==> src/rtl/beamformer_pkg.sv <==
// Shared definitions for the beamformer energy path: default sample width,
// the integrator state encoding and the accumulator sizing rule.
package beamformer_pkg;

    // Width of the signed beam sum produced by the summing stage.
    localparam int DATA_W_DEF = 36;

    typedef enum logic [1:0] {
        IDLE  = 2'd0,
        ACCUM = 2'd1,
        HOLD  = 2'd2
    } beam_state_e;

    // Accumulator width that holds window samples of full-scale magnitude
    // (2^(data_w-1) each) without overflow.
    function automatic int acc_width(input int data_w, input int window);
        return data_w + $clog2(window);
    endfunction

endpackage

==> src/rtl/beam_abs_mag.sv <==
// Combinational signed-to-unsigned magnitude. The result keeps the full
// DATA_W bits so the most negative input maps to 2^(DATA_W-1) exactly.
module beam_abs_mag
    import beamformer_pkg::*;
#(
    parameter int DATA_W = DATA_W_DEF
) (
    input  logic signed [DATA_W-1:0] value,
    output logic        [DATA_W-1:0] mag
);

    logic              sign;
    logic [DATA_W-1:0] inv;

    assign sign = value[DATA_W-1];

    // Conditional one's complement; the +sign below completes two's negation.
    genvar gi;
    generate
        for (gi = 0; gi < DATA_W; gi++) begin : g_inv
            assign inv[gi] = value[gi] ^ sign;
        end
    endgenerate

    assign mag = inv + DATA_W'(sign);

endmodule

==> src/rtl/beam_energy_integrator.sv <==
// Beam energy integrator: sums |summed_value| over WINDOW accepted samples
// and presents the total on a valid/ready output. While a result is pending
// no input is accepted, so windows never overlap. clear aborts the current
// window and drops any pending result.
// Optional build macro: BEAM_ENERGY_PEAK_EN adds per-window peak magnitude
// tracking and the peak_mag output port.
module beam_energy_integrator
    import beamformer_pkg::*;
#(
    parameter int DATA_W = DATA_W_DEF,
    parameter int WINDOW = 64,
    parameter int ACC_W  = acc_width(DATA_W, WINDOW)
) (
    input  logic                     clk,
    input  logic                     rst_n,
    input  logic signed [DATA_W-1:0] summed_value,
    input  logic                     in_valid,
    output logic                     in_ready,
    input  logic                     clear,
    output logic        [ACC_W-1:0]  energy,
    output logic                     out_valid,
`ifdef BEAM_ENERGY_PEAK_EN
    output logic        [DATA_W-1:0] peak_mag,
`endif
    input  logic                     out_ready
);

    localparam int CNT_W = $clog2(WINDOW + 1);
    localparam logic [CNT_W-1:0] WIN_M1 = CNT_W'(WINDOW - 1);

    beam_state_e       state_reg, state_next;
    logic [ACC_W-1:0]  acc_reg, acc_next;
    logic [CNT_W-1:0]  count_reg, count_next;
    logic [ACC_W-1:0]  energy_reg, energy_next;
    logic              out_valid_reg, out_valid_next;

    logic [DATA_W-1:0] mag;
    logic [ACC_W-1:0]  mag_ext;
    logic [ACC_W-1:0]  acc_sum;
    logic              handshake;

`ifdef BEAM_ENERGY_PEAK_EN
    logic [DATA_W-1:0] peak_run_reg, peak_run_next;
    logic [DATA_W-1:0] peak_out_reg, peak_out_next;
    logic [DATA_W-1:0] peak_max;
`endif

    beam_abs_mag #(
        .DATA_W (DATA_W)
    ) u_abs (
        .value (summed_value),
        .mag   (mag)
    );

    assign mag_ext   = ACC_W'(mag);
    assign acc_sum   = acc_reg + mag_ext;
    assign in_ready  = rst_n && (state_reg != HOLD) && !clear;
    assign handshake = in_valid && in_ready;
    assign energy    = energy_reg;
    assign out_valid = out_valid_reg;

`ifdef BEAM_ENERGY_PEAK_EN
    assign peak_max = (mag > peak_run_reg) ? mag : peak_run_reg;
    assign peak_mag = peak_out_reg;
`endif

    // Next-state and datapath updates; clear overrides any handshake or transfer.
    always_comb begin
        state_next     = state_reg;
        acc_next       = acc_reg;
        count_next     = count_reg;
        energy_next    = energy_reg;
        out_valid_next = out_valid_reg;
`ifdef BEAM_ENERGY_PEAK_EN
        peak_run_next  = peak_run_reg;
        peak_out_next  = peak_out_reg;
`endif
        if (clear) begin
            state_next     = IDLE;
            acc_next       = '0;
            count_next     = '0;
            out_valid_next = 1'b0;
`ifdef BEAM_ENERGY_PEAK_EN
            peak_run_next  = '0;
            peak_out_next  = '0;
`endif
        end else begin
            case (state_reg)
                IDLE: begin
                    if (handshake) begin
                        acc_next   = mag_ext;
                        count_next = CNT_W'(1);
`ifdef BEAM_ENERGY_PEAK_EN
                        peak_run_next = mag;
`endif
                        if (WINDOW == 1) begin
                            energy_next    = mag_ext;
                            out_valid_next = 1'b1;
`ifdef BEAM_ENERGY_PEAK_EN
                            peak_out_next  = mag;
`endif
                            state_next     = HOLD;
                        end else begin
                            state_next = ACCUM;
                        end
                    end
                end
                ACCUM: begin
                    if (handshake) begin
                        acc_next   = acc_sum;
                        count_next = count_reg + CNT_W'(1);
`ifdef BEAM_ENERGY_PEAK_EN
                        peak_run_next = peak_max;
`endif
                        if (count_reg == WIN_M1) begin
                            energy_next    = acc_sum;
                            out_valid_next = 1'b1;
`ifdef BEAM_ENERGY_PEAK_EN
                            peak_out_next  = peak_max;
`endif
                            state_next     = HOLD;
                        end
                    end
                end
                HOLD: begin
                    if (out_ready) begin
                        out_valid_next = 1'b0;
                        acc_next       = '0;
                        count_next     = '0;
`ifdef BEAM_ENERGY_PEAK_EN
                        peak_run_next  = '0;
                        peak_out_next  = '0;
`endif
                        state_next     = IDLE;
                    end
                end
                default: begin
                    state_next = IDLE;
                end
            endcase
        end
    end

    // State and datapath registers with synchronous active-low reset.
    always_ff @(posedge clk) begin
        if (!rst_n) begin
            state_reg     <= IDLE;
            acc_reg       <= '0;
            count_reg     <= '0;
            energy_reg    <= '0;
            out_valid_reg <= 1'b0;
`ifdef BEAM_ENERGY_PEAK_EN
            peak_run_reg  <= '0;
            peak_out_reg  <= '0;
`endif
        end else begin
            state_reg     <= state_next;
            acc_reg       <= acc_next;
            count_reg     <= count_next;
            energy_reg    <= energy_next;
            out_valid_reg <= out_valid_next;
`ifdef BEAM_ENERGY_PEAK_EN
            peak_run_reg  <= peak_run_next;
            peak_out_reg  <= peak_out_next;
`endif
        end
    end

endmodule

==> config.mk <==
export PLATFORM = sky130hd
export DESIGN_NAME = beam_energy_integrator
export DESIGN_NICKNAME = d
export VERILOG_FILES = /design/src/rtl/beamformer_pkg.sv /design/src/rtl/beam_abs_mag.sv /design/src/rtl/beam_energy_integrator.sv
export SDC_FILE = /design/constraint.sdc
export NUM_CORES = 1
export LEC_CHECK = 0
export ABC_CLOCK_PERIOD_IN_PS = 6250
export BUFFER_PORTS_ARGS = -buffer_cell sky130_fd_sc_hd__buf_2
export CELL_PAD_IN_SITES_DETAIL_PLACEMENT = 1
export CELL_PAD_IN_SITES_GLOBAL_PLACEMENT = 1
export CORE_UTILIZATION = 30
export DETAILED_ROUTE_END_ITERATION = 10
export PLACE_DENSITY = 0.57
export SETUP_SLACK_MARGIN = 0.3
export SLEW_MARGIN = 20
export SYNTH_ARGS = -nofsm -noshare
export SYNTH_HDL_FRONTEND = slang
export SYNTH_SLANG_ARGS = --single-unit
==> constraint.sdc <==
create_clock -name clk -period 6.25 [get_ports clk]
set_input_delay 1.25 -clock clk [delete_from_list [all_inputs] [get_ports clk]]
set_output_delay 1.25 -clock clk [all_outputs]
set_load 0.03 [all_outputs]
==> results.md <==
- Final cycle utilization of the critical path: approximately nine tenths
- Clock Skew: between 0.007 and 0.008 ns
- Cell Area, Synth: between 0.007 and 0.008 mm²
- Initial antenna violation count: 0
- IO Count: between 80 and 90
- Vias in the first global route: around 7600
- Critical path arrival: between 5 and 6 ns
- Synth Area per Inst: between 7 and 8 µm²
- Maximum VDD drop: around 0.00013 V
- Avg WL per Cell: slightly below 20 µm
- Clk_lat worst skew: roughly 0.36 ns
- Iteration count of the initial detailed-routing pass: 5
- CTS sink count: 94
- Post-layout min period: between 5 and 6 ns
- Endpoint type of the worst setup path: flop
- Hold Crit Class: reg2reg
- Total global routing overflow: 0
- Final setup fails: 0
- Hold_ws: 0.4514 ns
- GPL Wtd Cong: approximately 0.86
- Top-count cell post-synth: nand2_1
- Sequential share of the synthesized area: 24.69%
- Post-route ant nets: 0
- Largest net degree at the start of global routing: between 40 and 50
- Area delta synth->final: 13.27%
- Critical Path Start Type: input port
- Die width: 161.4 µm
- DRT iter0 DRCs: around 380
- Syn Inst Count: between 1000 and 1500
- Die area: 0.02605 mm²
- Initial core utilization: a little over 30%
- Crit path kind: in2reg
- Yosys top cell by area: dfxtp_1
- Max FO, Critical Path: 19
- Nets: 1151
- Reg2Reg Depth: 10
- Share of post-route cells with drive strength above 1: about an eighth
- Via density: between 5 and 6
- Ys async rst share: 0%
- CTS clk-pin slew, worst paths: roughly 0.070 ns
- Post-synth cell types: 80
- DIE HEIGHT: approximately 160 µm
- Setup TNS: 0 ns
- FF+latch count, synth: 94
- Power Dens Cells: around 180 mW/mm²
- Final wirelength: roughly 27 mm
- Final core utilization: 35.08%
- CTS Buffer Depth: 2
- Setup Buffers After CTS: 0
- Number of flops mapped to enable cells by yosys: 0
- Status: complete, no violations
- Fmax achieved: approximately 180 MHz
- GRT Util Overall: approximately a fifth
- Via Count: just under 8000
- Ys flop type: dfxtp_1
- Max-cap violations: 0
- Worst path required time: 6.51 ns
- Yosys warnings: 0
- Hold Path Cell Cnt: 2
- Share of Yosys cell area claimed by the top area cell type: between 20% and 30%
- CP most frequent cell: o21a_1
- Core area: about 0.025 mm²
- Hold Fails Final Rpt: 0
- # DRC: 0
- First-pass GRT wire length: 43.04 mm
- CP Cell Sequence: buf_2, buf_4, and4b_1, and3_1, o211ai_2, nor3_1, o2bb2ai_1, xor2_1, ha_1, a21oi_1, o211ai_1, a22o_1, o21a_1, a211o_1, o2111a_2, o21a_1, o311ai_1
- Total CTS buffers: 9
- Most instantiated cells after synthesis: nand2_1, a21oi_1, dfxtp_1, nor2_1, o21ai_0
- DPL Wire Length: 20.39 mm
- Syn_nets: 1104
- Port Buffer Count: 84
- CP peak stage delay: roughly 0.43 ns
- CTS tree: built
- Worst rel slew slack: around 43%
- Row cnt: 57
- N_diodes: 0
- Worst-margin pin slew: 0.8494 ns
- Htree depth: 3
- Slew Viols, Final: 0
- CTS Root Buffer Type: clkbuf_16
- RSZ-0062 raised after global routing: no
- Synth area leaders: dfxtp_1, ha_1, a21oi_1
- Static Leak: about 3.6 nW
- Slowest-stage cell, CP: o211ai_2
per-layer routing:
layer	track usage [%]	vias up	share of wire (%)
met4	6.604	0	2.5
li1	-	3845	-
met5	0	-	0
met1	25.95	3812	45
met2	38.07	106	50
met3	2.748	32	2.3
logic make-up after synthesis:
family                   count (synthesis)  share of synthesized area, %
AO/OA/AOI/OAI                          331                         28.24
XOR/XNOR                                75                         8.619
adder cells (fa/ha/maj)                 45                         7.486
buffers and inverters                   89                         4.482
flip-flops                              94                         24.69
multiplexers                            19                         2.512
AND/OR/NAND/NOR                        365                         23.97
path summary, 6_finish.rpt:
| path | start | to | slack, ns |
|---|---|---|---|
| setup reg to reg | acc_reg[0] | acc_reg[34] | 2.97 |
| hold / removal | energy[31] | energy[31] | 0.45 |
| hold reg to reg | energy[31] | energy[31] | 0.45 |
| setup / recovery | summed_value[35] | acc_reg[40] | 0.71 |
stage by stage:
stage	cells	area, µm²	setup slack [ns]	power (mW)
detailed placement	1378	8334	0.3606	1.012
floorplan	1018	7622	0.3886	0.8796
CTS	1394	8632	0.7058	1.600
global placement	1378	8329	0.4158	1.012
global route	1394	8632	0.4298	1.657
finish	1394	8632	0.7057	1.579
area by class of cell:
| cell class | instances | area [µm²] |
|---|---|---|
| Fill cell | 3063 | 15970 |
| Multi-Input combinational cell | 835 | 5413 |
| Sequential cell | 94 | 1882 |
| Timing Repair Buffer | 100 | 540.5 |
| Tap cell | 324 | 405.4 |
| Clock buffer | 10 | 229.0 |
| Inverter | 25 | 93.84 |
| Clock inverter | 6 | 68.82 |
power breakdown:
group          internal, mW  switching, mW  total (mW)  leakage (nW)
registers             0.605        0.00437       0.610         0.759
logic                 0.129          0.258       0.387          2.70
clock network         0.314          0.268       0.582         0.143
total                  1.05          0.530        1.58          3.60
what timing repair did:
action	in CTS	in global routing
setup endpoints to repair	0	5
hold buffers	0	0
gates resized for setup	0	1
critical path, delay by kind of cell:
kind / cells / cell delay (ns)
AOI/OAI and AO/OA: 10 / 2.73
and+or+nand+nor: 3 / 0.59
buffers and inverters: 2 / 0.58
adders and majority gates: 1 / 0.41
xor gates and xnor gates: 1 / 0.24
layout by cell type, fill, tap and decap left out, drive strengths merged, types with 14 or more instances in the layout:
cell	netlist	final
xor2	22	22
dfxtp	94	94
mux2i	18	18
nor2	75	75
nand3	50	50
buf	8	100
a21oi	99	99
and3	20	20
o211ai	14	14
ha	44	44
inv	24	26
o21ai	77	77
nor3	31	31
a21o	26	26
nand4	16	16
nand2	104	104
xnor2	53	53
(Power assumes the default switching activity.)
